File: config.mk
export PLATFORM = sky130hd
export DESIGN_NAME = uart_time_reporter
export DESIGN_NICKNAME = d
export VERILOG_FILES = /design/src/rtl/uart_time_reporter.sv
export SDC_FILE = /design/constraint.sdc
export NUM_CORES = 1
export LEC_CHECK = 0
export BUFFER_PORTS_ARGS = -buffer_cell sky130_fd_sc_hd__buf_4
export CELL_PAD_IN_SITES_DETAIL_PLACEMENT = 0
export CELL_PAD_IN_SITES_GLOBAL_PLACEMENT = 2
export CORE_UTILIZATION = 35
export DETAILED_ROUTE_END_ITERATION = 10
export PLACE_DENSITY = 0.85
export SYNTH_ARGS = -nofsm -noshare
export SYNTH_HDL_FRONTEND = slang
export SYNTH_SLANG_ARGS = --single-unit
export TNS_END_PERCENT = 100
File: constraint.sdc
create_clock -name clk_i -period 5.9 [get_ports clk_i]
set_clock_uncertainty 0.15 [all_clocks]
set_input_delay 0.885 -clock clk_i [delete_from_list [all_inputs] [get_ports clk_i]]
set_output_delay 0.885 -clock clk_i [all_outputs]
set_load 0.05 [all_outputs]
File: src/rtl/uart_time_reporter.sv
// Streams the current time to the UART TX as a 15-byte ASCII record "M hh:mm:ss.cc\r\n".
// Define PERIODIC_REPORT_EN to make every tick_1s_i pulse a report trigger as well as req_i.
module uart_time_reporter #(
    parameter int unsigned TIMEOUT_CYC = 250000
) (
    input  logic       clk_i,
    input  logic       rst_ni,
    input  logic       req_i,
    input  logic       tick_1s_i,
    input  logic       mode_i,
    input  logic [4:0] hour_i,
    input  logic [5:0] min_i,
    input  logic [5:0] sec_i,
    input  logic [6:0] csec_i,
    input  logic       tx_done_i,
    output logic       tx_start_o,
    output logic [7:0] tx_din_o,
    output logic       busy_o,
    output logic       err_o
);
    localparam int unsigned CntW = $clog2(TIMEOUT_CYC + 1);
    localparam logic [CntW-1:0] CntLast = CntW'(TIMEOUT_CYC - 1);

    typedef enum logic [1:0] {StIdle, StLatch, StSend, StWait} state_e;

    state_e          state_q;
    logic [3:0]      idx_q;
    logic [CntW-1:0] cnt_q;
    logic            pend_q;
    logic            err_q;
    logic            busy_q;
    logic            tx_start_q;
    logic [7:0]      tx_din_q;
    logic            snap_mode_q;
    logic [4:0]      snap_hour_q;
    logic [5:0]      snap_min_q;
    logic [5:0]      snap_sec_q;
    logic [6:0]      snap_csec_q;
    logic [7:0]      byte_sel;
    logic            trig;

`ifdef PERIODIC_REPORT_EN
    assign trig = req_i | tick_1s_i;
`else
    logic unused_tick;
    assign unused_tick = tick_1s_i;
    assign trig        = req_i;
`endif

    // Two-digit decimal field; anything above 99 saturates to "99".
    function automatic logic [7:0] ascii_digit(input logic [6:0] v, input logic tens);
        logic [6:0] c;
        c = (v > 7'd99) ? 7'd99 : v;
        return tens ? (8'h30 + {1'b0, c / 7'd10}) : (8'h30 + {1'b0, c % 7'd10});
    endfunction

    always_comb begin
        byte_sel = 8'h00;
        case (idx_q)
            4'd0:    byte_sel = snap_mode_q ? 8'h53 : 8'h57;
            4'd1:    byte_sel = 8'h20;
            4'd2:    byte_sel = ascii_digit({2'b00, snap_hour_q}, 1'b1);
            4'd3:    byte_sel = ascii_digit({2'b00, snap_hour_q}, 1'b0);
            4'd4:    byte_sel = 8'h3A;
            4'd5:    byte_sel = ascii_digit({1'b0, snap_min_q}, 1'b1);
            4'd6:    byte_sel = ascii_digit({1'b0, snap_min_q}, 1'b0);
            4'd7:    byte_sel = 8'h3A;
            4'd8:    byte_sel = ascii_digit({1'b0, snap_sec_q}, 1'b1);
            4'd9:    byte_sel = ascii_digit({1'b0, snap_sec_q}, 1'b0);
            4'd10:   byte_sel = 8'h2E;
            4'd11:   byte_sel = ascii_digit(snap_csec_q, 1'b1);
            4'd12:   byte_sel = ascii_digit(snap_csec_q, 1'b0);
            4'd13:   byte_sel = 8'h0D;
            4'd14:   byte_sel = 8'h0A;
            default: byte_sel = 8'h00;
        endcase
    end

    always_ff @(posedge clk_i or negedge rst_ni) begin
        if (!rst_ni) begin
            state_q     <= StIdle;
            idx_q       <= 4'd0;
            cnt_q       <= '0;
            pend_q      <= 1'b0;
            err_q       <= 1'b0;
            busy_q      <= 1'b0;
            tx_start_q  <= 1'b0;
            tx_din_q    <= 8'h00;
            snap_mode_q <= 1'b0;
            snap_hour_q <= 5'd0;
            snap_min_q  <= 6'd0;
            snap_sec_q  <= 6'd0;
            snap_csec_q <= 7'd0;
        end else begin
            tx_start_q <= 1'b0;
            if (trig && state_q != StIdle) begin
                pend_q <= 1'b1;
            end
            case (state_q)
                StIdle: begin
                    if (trig) begin
                        state_q <= StLatch;
                        busy_q  <= 1'b1;
                        err_q   <= 1'b0;
                    end
                end
                // Byte 0 only needs the mode bit, so it launches straight from the live input
                // while the rest of the record is snapshotted; this keeps req->tx_start at 2.
                StLatch: begin
                    snap_mode_q <= mode_i;
                    snap_hour_q <= hour_i;
                    snap_min_q  <= min_i;
                    snap_sec_q  <= sec_i;
                    snap_csec_q <= csec_i;
                    idx_q       <= 4'd0;
                    tx_din_q    <= mode_i ? 8'h53 : 8'h57;
                    tx_start_q  <= 1'b1;
                    cnt_q       <= '0;
                    state_q     <= StWait;
                end
                StSend: begin
                    tx_din_q   <= byte_sel;
                    tx_start_q <= 1'b1;
                    cnt_q      <= '0;
                    state_q    <= StWait;
                end
                StWait: begin
                    if (tx_done_i) begin
                        if (idx_q == 4'd14) begin
                            if (pend_q || trig) begin
                                pend_q  <= 1'b0;
                                state_q <= StLatch;
                            end else begin
                                busy_q  <= 1'b0;
                                state_q <= StIdle;
                            end
                        end else begin
                            idx_q   <= idx_q + 4'd1;
                            state_q <= StSend;
                        end
                    end else if (cnt_q == CntLast) begin
                        pend_q  <= 1'b0;
                        err_q   <= 1'b1;
                        busy_q  <= 1'b0;
                        state_q <= StIdle;
                    end else begin
                        cnt_q <= cnt_q + CntW'(1);
                    end
                end
                default: state_q <= StIdle;
            endcase
        end
    end

    assign tx_start_o = tx_start_q;
    assign tx_din_o   = tx_din_q;
    assign busy_o     = busy_q;
    assign err_o      = err_q;

endmodule

==> results of run 1 <==
## final cells by class
cell class / instances / area, um2 / area share
multi-input cells: 491 / 3360 / 0.573
flip-flops and latches: 61 / 1530 / 0.261
repair buffers: 40 / 300 / 0.0513
clock buffers: 12 / 246 / 0.0421
well taps: 180 / 225 / 0.0384
inverters: 28 / 105 / 0.0179
clock inverters: 4 / 95.1 / 0.0162
## cells in the mapped netlist (all sizes together), types with 6 or more instances
cell	instances
nor2	65
nand4	7
mux2	19
nor3b	7
dfrtp	61
and3	6
o211ai	9
nand2b	10
or3	7
nand3	18
buf	10
a31oi	7
xnor2	12
nor3	9
inv	27
a21oi	32
and2	9
ha	22
mux2i	12
o21ai	42
xor2	17
nand2	57
o31ai	9
clkbuf	23
a21o	6
nor2b	9
o21a	6
## power groups by stage
stage | registers, mW | clock network [mW] | logic, mW
global route | 0.856 | 0.654 | 2.78
finish | 0.822 | 0.620 | 2.51
floorplan | 0.761 | 0 | 1.99
detailed placement | 0.827 | 0 | 2.50
global placement | 0.819 | 0 | 2.47
CTS | 0.821 | 0.638 | 2.51
## through the flow
step                      power [mW]  setup slack, ns  instances
after global placement          3.29            0.906        800
final                           3.96            0.874        816
after global routing            4.29            0.420        816
after detailed placement        3.32            0.881        800
after floorplan                 2.76             1.52        613
after CTS                       3.97            0.855        816
## state kept, by name, indices dropped and copies added (netlist names)
register and flops:
busy_o 1, idx_q 4, err_o 1, tx_start_o 1, snap_hour_q 5, snap_mode_q 1
cnt_q 18, state_q 2, snap_sec_q 6, snap_csec_q 7, tx_din_o 8, pend_q 1
snap_min_q 6
## cells by family after synthesis
| family | Yosys count |
|---|---|
| and+or+nand+nor | 229 |
| AOI/OAI and AO/OA | 180 |
| buffers and inverters | 61 |
| DFF | 61 |
| muxes | 31 |
| xor gates and xnor gates | 29 |
| adders and majority gates | 22 |
## worst paths after layout
path / from / to / slack, ns / depth (start not counted)
min in group asynchronous: rst_ni / snap_hour_q[0] / 0.50 / 1
max reg2reg: snap_csec_q[6] / tx_din_o[2] / 0.87 / 19
min reg2reg: snap_mode_q / snap_mode_q / 0.39 / 1
max: snap_csec_q[6] / tx_din_o[2] / 0.87 / 19
min: snap_mode_q / snap_mode_q / 0.39 / 1
max in group asynchronous: rst_ni / err_o / 4.56 / 1
## worst max-delay path, stage by stage (launching register included)
cell and delay (ns):
dfrtp_1 0.59, nand2_1 0.17, and2_1 0.19, ha_1 0.28
nand4b_2 0.19, nand3_1 0.12, ha_1 0.31, nand4bb_1 0.22
o2111a_1 0.18, or4_1 0.69, a21oi_1 0.20, o21ai_0 0.13
inv_1 0.10, ha_1 0.18, a32oi_2 0.11, nor3_2 0.38
mux2i_1 0.26, o21ai_0 0.15, a21oi_1 0.17, a21oi_1 0.08
## metal layers
layer | up-vias | wire, um | GRT usage
li1 | 2293 | - | -
met1 | 2252 | 6910 | 0.271
met2 | 91 | 6120 | 0.298
met3 | 17 | 494 | 0.0378
met4 | 0 | 233 | 0.0655
met5 | - | 0 | 0
==> metrics.txt, run 1 <==
status=completed; Req. time, crit path=5.94 ns; Post-Synth Adder-Cell Area=0.0537; asr flop ratio synth=1.00; syn avg cell area=8.37 um2; Final HPWL DP=9910 um; H-Tree Depth=3; CTS max path bufs=2; WP data arrival=5.07 ns; Final Util=0.416; simple-gate share of the synthesized area=0.229; Hold WS=0.388 ns; post-route cell area=5860 um2; RSZ-0062 raised after global routing=false; setup_tns=0 ns; DIE WIDTH=123 um; CTS Buf Count=9; DR pass1 iterations=5; die height=123 um; Setup Buffers After CTS=0; ANT cells=0; Syn Nets=665; largest net degree at the start of global routing=62; post-CTS resize count=0; Final Max Slew Viols=0; Fill cells=1405; synth warn=0; DRC=0; Std-Cell Rows=43; leading post-synthesis cells by cell area=dfrtp_1 30%, ha_1 5.4%, nor2_1 4.7%; final cycle utilization of the critical path=0.852; commonest non-fill, non-tap cells in the layout=64 x nor2_1, 61 x dfrtp_1, 57 x nand2_1, 40 x buf_4, 39 x o21ai_0; cell area after synthesis=5130 um2; IO Port Bufs=39; Yosys cell types=84; vias in the first global route=4433; clock sink count=61; DR vias=4653; Tmin final=5.03 ns; largest family of logic cells by synthesized area=compound AO/OA/AOI/OAI gates; Net Sw Power=1.99 mW; grt ovf=0; Root Driver=clkbuf_16; Clock Latency Late Sink=0.34 ns; Hold/Removal Path Class=flip-flop to flip-flop; core area=14100 um2; main flop type after synthesis=dfrtp_1; Switching Share=0.502; share of the synthesized area in the top cell type=0.298; Comb power frac=0.636; EDFF count, synth=0; FMAX=199 MHz; Routed Antenna Nets=0; Reg power frac=0.208; mux contribution to synthesized area=0.0651; first-pass GRT wire length=22800 um; nets=683; leakage=2.37 nW; Final setup violation count=0; sequential fraction of the synthesis area=0.298; Detailed Route Iter0 Violations=295; routed vias/inst=5.70; final hold violation count=0; share of cells above drive strength 1=0.145; MaxCap Viol Count=0; GPL Wtd Cong=0.869; cells after synthesis=613; VDD IR-drop max=0.000286 V; Area growth syn-to-layout=14.2%; Starting Density=0.364; Slew @ Worst Pin=1.18 ns; most common cell after layout, fill and taps aside=nor2_1; crit path max fanout=14; post-DR wirelength/cell=16.9 um; P_int=1.97 mW; Total GRT Usage=0.194; CP startpoint kind=flip-flop; Pwr Density=675 nW/um2; CTS tree=done; critical path class=flip-flop to flip-flop; Slew HR=0.210; Critical Path Sink Type=flip-flop; register bit total from synthesis=61; Clock Power Share=0.157; Total Routed Length=13800 um; num ports=41; compound-gate portion of the synthesized area=0.258; Clock transition at path regs=0.05 ns; hold-fix buffers at CTS=0; area post-placement=5520 um2; Die ar.=15100 um2; initial antenna violation count=0; Synth area leader=dfrtp_1; XOR/XNOR share of the synthesized area=0.0495
Power figures use the tool's default switching activity.
==> run 2: changes to the inputs <==
CTS_BUF_LIST = sky130_fd_sc_hd__clkbuf_4 sky130_fd_sc_hd__clkbuf_8   (was unset)
==> run 2 against run 1 <==
Non-clock buffer count stayed put. Sequential share of layout area rose by 0.42 points. Die area stayed put. Hold slack improved by 0.0022 ns. First-iteration DRC count grew 12%. Combinational power hardly changed. Via count is 0.32% higher. Clock power fell by 23%. Core utilization shrank 0.67 points. Global-route usage shrank 0.10 points. Critical path type unchanged.
==> metrics.txt, run 2 (same netlist as run 1, synthesis figures left out) <==
MaxCap Viol Count=0; Final setup violation count=0; most common cell after layout, fill and taps aside=nor2_1; Area growth syn-to-layout=12.4%; DR vias=4668; Clock Latency Late Sink=0.36 ns; clock sink count=61; vias in the first global route=4428; status=completed; Req. time, crit path=5.97 ns; DR pass1 iterations=5; Critical Path Sink Type=flip-flop; Reg with most FFs=cnt_q; H-Tree Depth=3; CTS max path bufs=2; setup_tns=0 ns; CTS Buf Count=9; max FFs per register=18; IO Port Bufs=39; Detailed Route Iter0 Violations=331; VDD IR-drop max=0.000282 V; Final HPWL DP=9910 um; Hold WS=0.390 ns; GPL Wtd Cong=0.869; DRC=0; Root Driver=clkbuf_8; commonest non-fill, non-tap cells in the layout=64 x nor2_1, 61 x dfrtp_1, 57 x nand2_1, 40 x buf_4, 39 x o21ai_0; CP startpoint kind=flip-flop; share of cells above drive strength 1=0.148; Std-Cell Rows=43; Pwr Density=663 nW/um2; final hold violation count=0; critical path class=flip-flop to flip-flop; num ports=41; hold-fix buffers at CTS=0; post-CTS resize count=0; Total GRT Usage=0.193; final cycle utilization of the critical path=0.851; grt ovf=0; FMAX=199 MHz; nets=683; Starting Density=0.364; CTS tree=done; Final Max Slew Viols=0; routed vias/inst=5.72; Tmin final=5.02 ns; post-DR wirelength/cell=16.9 um; first-pass GRT wire length=22700 um; Hold/Removal Path Class=flip-flop to flip-flop; Slew @ Worst Pin=1.20 ns; Routed Antenna Nets=0; leakage=2.33 nW; core area=14100 um2; Die ar.=15100 um2; Total Routed Length=13800 um; crit path max fanout=14; Setup Buffers After CTS=0; Slew HR=0.197; DIE WIDTH=123 um; largest net degree at the start of global routing=62; RSZ-0062 raised after global routing=false; initial antenna violation count=0; Clock transition at path regs=0.07 ns; die height=123 um; WP data arrival=5.09 ns; ANT cells=0
[run 2: cell counts in the layout (fill, tap and decap cells not counted)]
Identical to the previous run, type by type.
[run 2: worst paths after layout]
path	start	slack (ns)	endpoint	depth (start not counted)
min reg2reg	snap_mode_q	0.39	snap_mode_q	1
min	snap_mode_q	0.39	snap_mode_q	1
max in group asynchronous	rst_ni	4.58	tx_din_o[2]	1
max reg2reg	snap_csec_q[6]	0.88	tx_din_o[2]	19
max	snap_csec_q[6]	0.88	tx_din_o[2]	19
min in group asynchronous	rst_ni	0.47	snap_hour_q[0]	1
[run 2: final cells by class]
class	count	area [um2]
Clock buffer	12	153
Clock inverter	4	95.1
Fill cell	1413	8330
Inverter	28	105
Multi-Input combinational cell	491	3360
Sequential cell	61	1530
Tap cell	180	225
Timing Repair Buffer	40	300
[run 2: metal layers]
metal  global-route usage  wire (um)
met3               0.0378        493
met1                0.269       6900
met5                    0          0
met2                0.300       6150
met4               0.0610        233
[run 2: power breakdown]
part,internal (mW),switching (mW),leakage [nW]
clock network,0.301,0.178,0.127
registers,0.553,0.270,0.763
logic,0.993,1.52,1.44
total,1.85,1.97,2.33
[run 2: per-stage QoR]
step           cell area [um2]  setup WS [ns]  instances  total power, mW  utilization
6_report                  5760          0.877        816             3.82        0.409
5_1_grt                   5760          0.415        816             4.15        0.409
4_1_cts                   5760          0.852        816             3.83        0.409
3_5_place_dp              5520          0.881        800             3.32        0.391
3_3_place_gp              5520          0.906        800             3.29        0.391
2_1_floorplan             5130           1.52        613             2.76            -
[run 2: worst max-delay path, cell delays in order (launching register included)]
cell	delay [ns]
dfrtp_1	0.59
nand2_1	0.17
and2_1	0.19
ha_1	0.28
nand4b_2	0.19
nand3_1	0.12
ha_1	0.31
nand4bb_1	0.22
o2111a_1	0.19
or4_1	0.69
a21oi_1	0.20
o21ai_0	0.12
inv_1	0.10
ha_1	0.18
a32oi_2	0.11
nor3_2	0.38
mux2i_1	0.26
o21ai_0	0.15
a21oi_1	0.17
a21oi_1	0.08
==> run 3: changes to the inputs <==
CORE_ASPECT_RATIO = 1.1   (was unset)
clock period = 6.5 ns   (was 5.9 ns; I/O delays follow)
==> run 3 against run 2 <==
Clock-buffer cell count decreased by 3. Power decreased by 12%. Register-to-register slack better by 0.54 ns. Cell count rose by 1.5%. Global-route usage is 1.2 points lower. Die area hardly changed. Largest power group unchanged.
==> metrics.txt, run 3 (same netlist as run 1, synthesis figures left out) <==
status=completed; crit path max fanout=14; Final HPWL DP=9630 um; core area=14400 um2; final cycle utilization of the critical path=0.782; Hold WS=0.360 ns; Starting Density=0.357; Tmin final=5.08 ns; RSZ-0062 raised after global routing=false; crit path to=tx_din_o[3]; ANT cells=0; IO Port Bufs=39; Area growth syn-to-layout=11.7%; Req. time, crit path=6.65 ns; Final Max Slew Viols=0; worst reg2reg path depth=19; Slew @ Worst Pin=1.14 ns; Total Routed Length=13200 um; VDD IR-drop max=0.000254 V; num ports=41; Routed Antenna Nets=0; DR vias=4573; Total GRT Usage=0.181; Final Util=0.398; Worst path max stage delay=0.60 ns; CP startpoint=snap_csec_q[6]; Die ar.=15100 um2; GPL Wtd Cong=0.860; CTS max path bufs=2; largest net degree at the start of global routing=62; H-Tree Depth=3; most common cell after layout, fill and taps aside=nor2_1; area post-placement=5530 um2; routed vias/inst=5.52; Critical Path Sink Type=flip-flop; WP data arrival=5.23 ns; crit path cell chain=nand2_1, and2_1, ha_1, or3_1, nand3_1, ha_1, nor2_1, nor4_1, or4_1, a21oi_1, o21ai_0, inv_1, ha_1, a32oi_2, nor3_2, nand2b_1, mux2_2, o221ai_1, a22o_1; Std-Cell Rows=46; Final setup violation count=0; DRC=0; DIE WIDTH=117 um; most frequent CP cell=ha_1; max FFs per register=18; FMAX=197 MHz; vias in the first global route=4333; Root Driver=clkbuf_8; DR pass1 iterations=5; initial antenna violation count=0; slowest cell on the critical path=dfrtp_1; r2r setup slk=1.42 ns; hold-fix buffers at CTS=0; commonest non-fill, non-tap cells in the layout=64 x nor2_1, 61 x dfrtp_1, 57 x nand2_1, 40 x buf_4, 39 x o21ai_0; R2R Path End=tx_din_o[3]; Detailed Route Iter0 Violations=338; Reg with most FFs=cnt_q; post-route cell area=5730 um2; first-pass GRT wire length=22000 um; final hold violation count=0; Slew HR=0.239; CP startpoint kind=flip-flop; CTS tree=done; share of cells above drive strength 1=0.148; MaxCap Viol Count=0; post-CTS resize count=0; setup_tns=0 ns; Pwr Density=584 nW/um2; clock sink count=61; leakage=2.31 nW; grt ovf=0; critical path class=flip-flop to flip-flop; Hold/Removal Path Class=flip-flop to flip-flop; nets=683; Clock Latency Late Sink=0.36 ns; Critical R2R Launch=snap_csec_q[6]; post-DR wirelength/cell=15.9 um; total power=3.35 mW; die height=129 um; CTS Buf Count=9; Clock transition at path regs=0.08 ns; Setup Buffers After CTS=0
[run 3: changes by cell type in the layout (fill, tap and decap cells not counted), sizes merged]
cell,delta
clkbuf,-3
bufinv,-2
clkinv,+3
clkinvlp,+1
inv,+1
[run 3: worst max-delay path: cells and delay by family (launching register included)]
family | cells | cell delay, ns
mux | 1 | 0.27
fa+ha+maj | 3 | 0.86
buf+inv | 1 | 0.10
flops | 1 | 0.60
compound gates | 5 | 1.03
simple gates | 9 | 2.03
[run 3: worst min path at each step]
stage	start	to	slack, ns	cells after the start
6_report	snap_mode_q	snap_mode_q	0.36	1
5_1_grt	snap_mode_q	snap_mode_q	0.41	1
4_1_cts	snap_mode_q	snap_mode_q	0.37	1
3_5_place_dp	snap_mode_q	snap_mode_q	0.35	1
3_3_place_gp	busy_o	busy_o	0.34	2
2_1_floorplan	snap_mode_q	snap_mode_q	0.33	1
[run 3: power breakdown]
group          leakage (nW)  switching (mW)  total [mW]  internal (mW)
clock network        0.0996           0.175       0.353          0.178
logic                  1.44            1.35        2.25          0.903
registers             0.763           0.238       0.740          0.502
total                  2.31            1.76        3.35           1.58
[run 3: layout make-up]
type                       count  area, um2
sequential                    61       1530
clock inverter                 7       73.8
timing repair buffer          40        300
inverter                      28        105
fill                        1497       8660
multi-input combinational    491       3360
clock buffer                   9        124
tap                          192        240
[run 3: through the flow]
stage / instances / setup slack [ns]
final: 828 / 1.42
after floorplan: 613 / 2.12
after detailed placement: 812 / 1.50
after global routing: 828 / 1.12
after CTS: 828 / 1.46
after global placement: 812 / 1.62
[run 3: per-layer routing]
metal,global-route usage,share of wire
met1,0.238,0.48
met4,0.0474,0.010
met2,0.301,0.47
met3,0.0417,0.038
met5,0,0
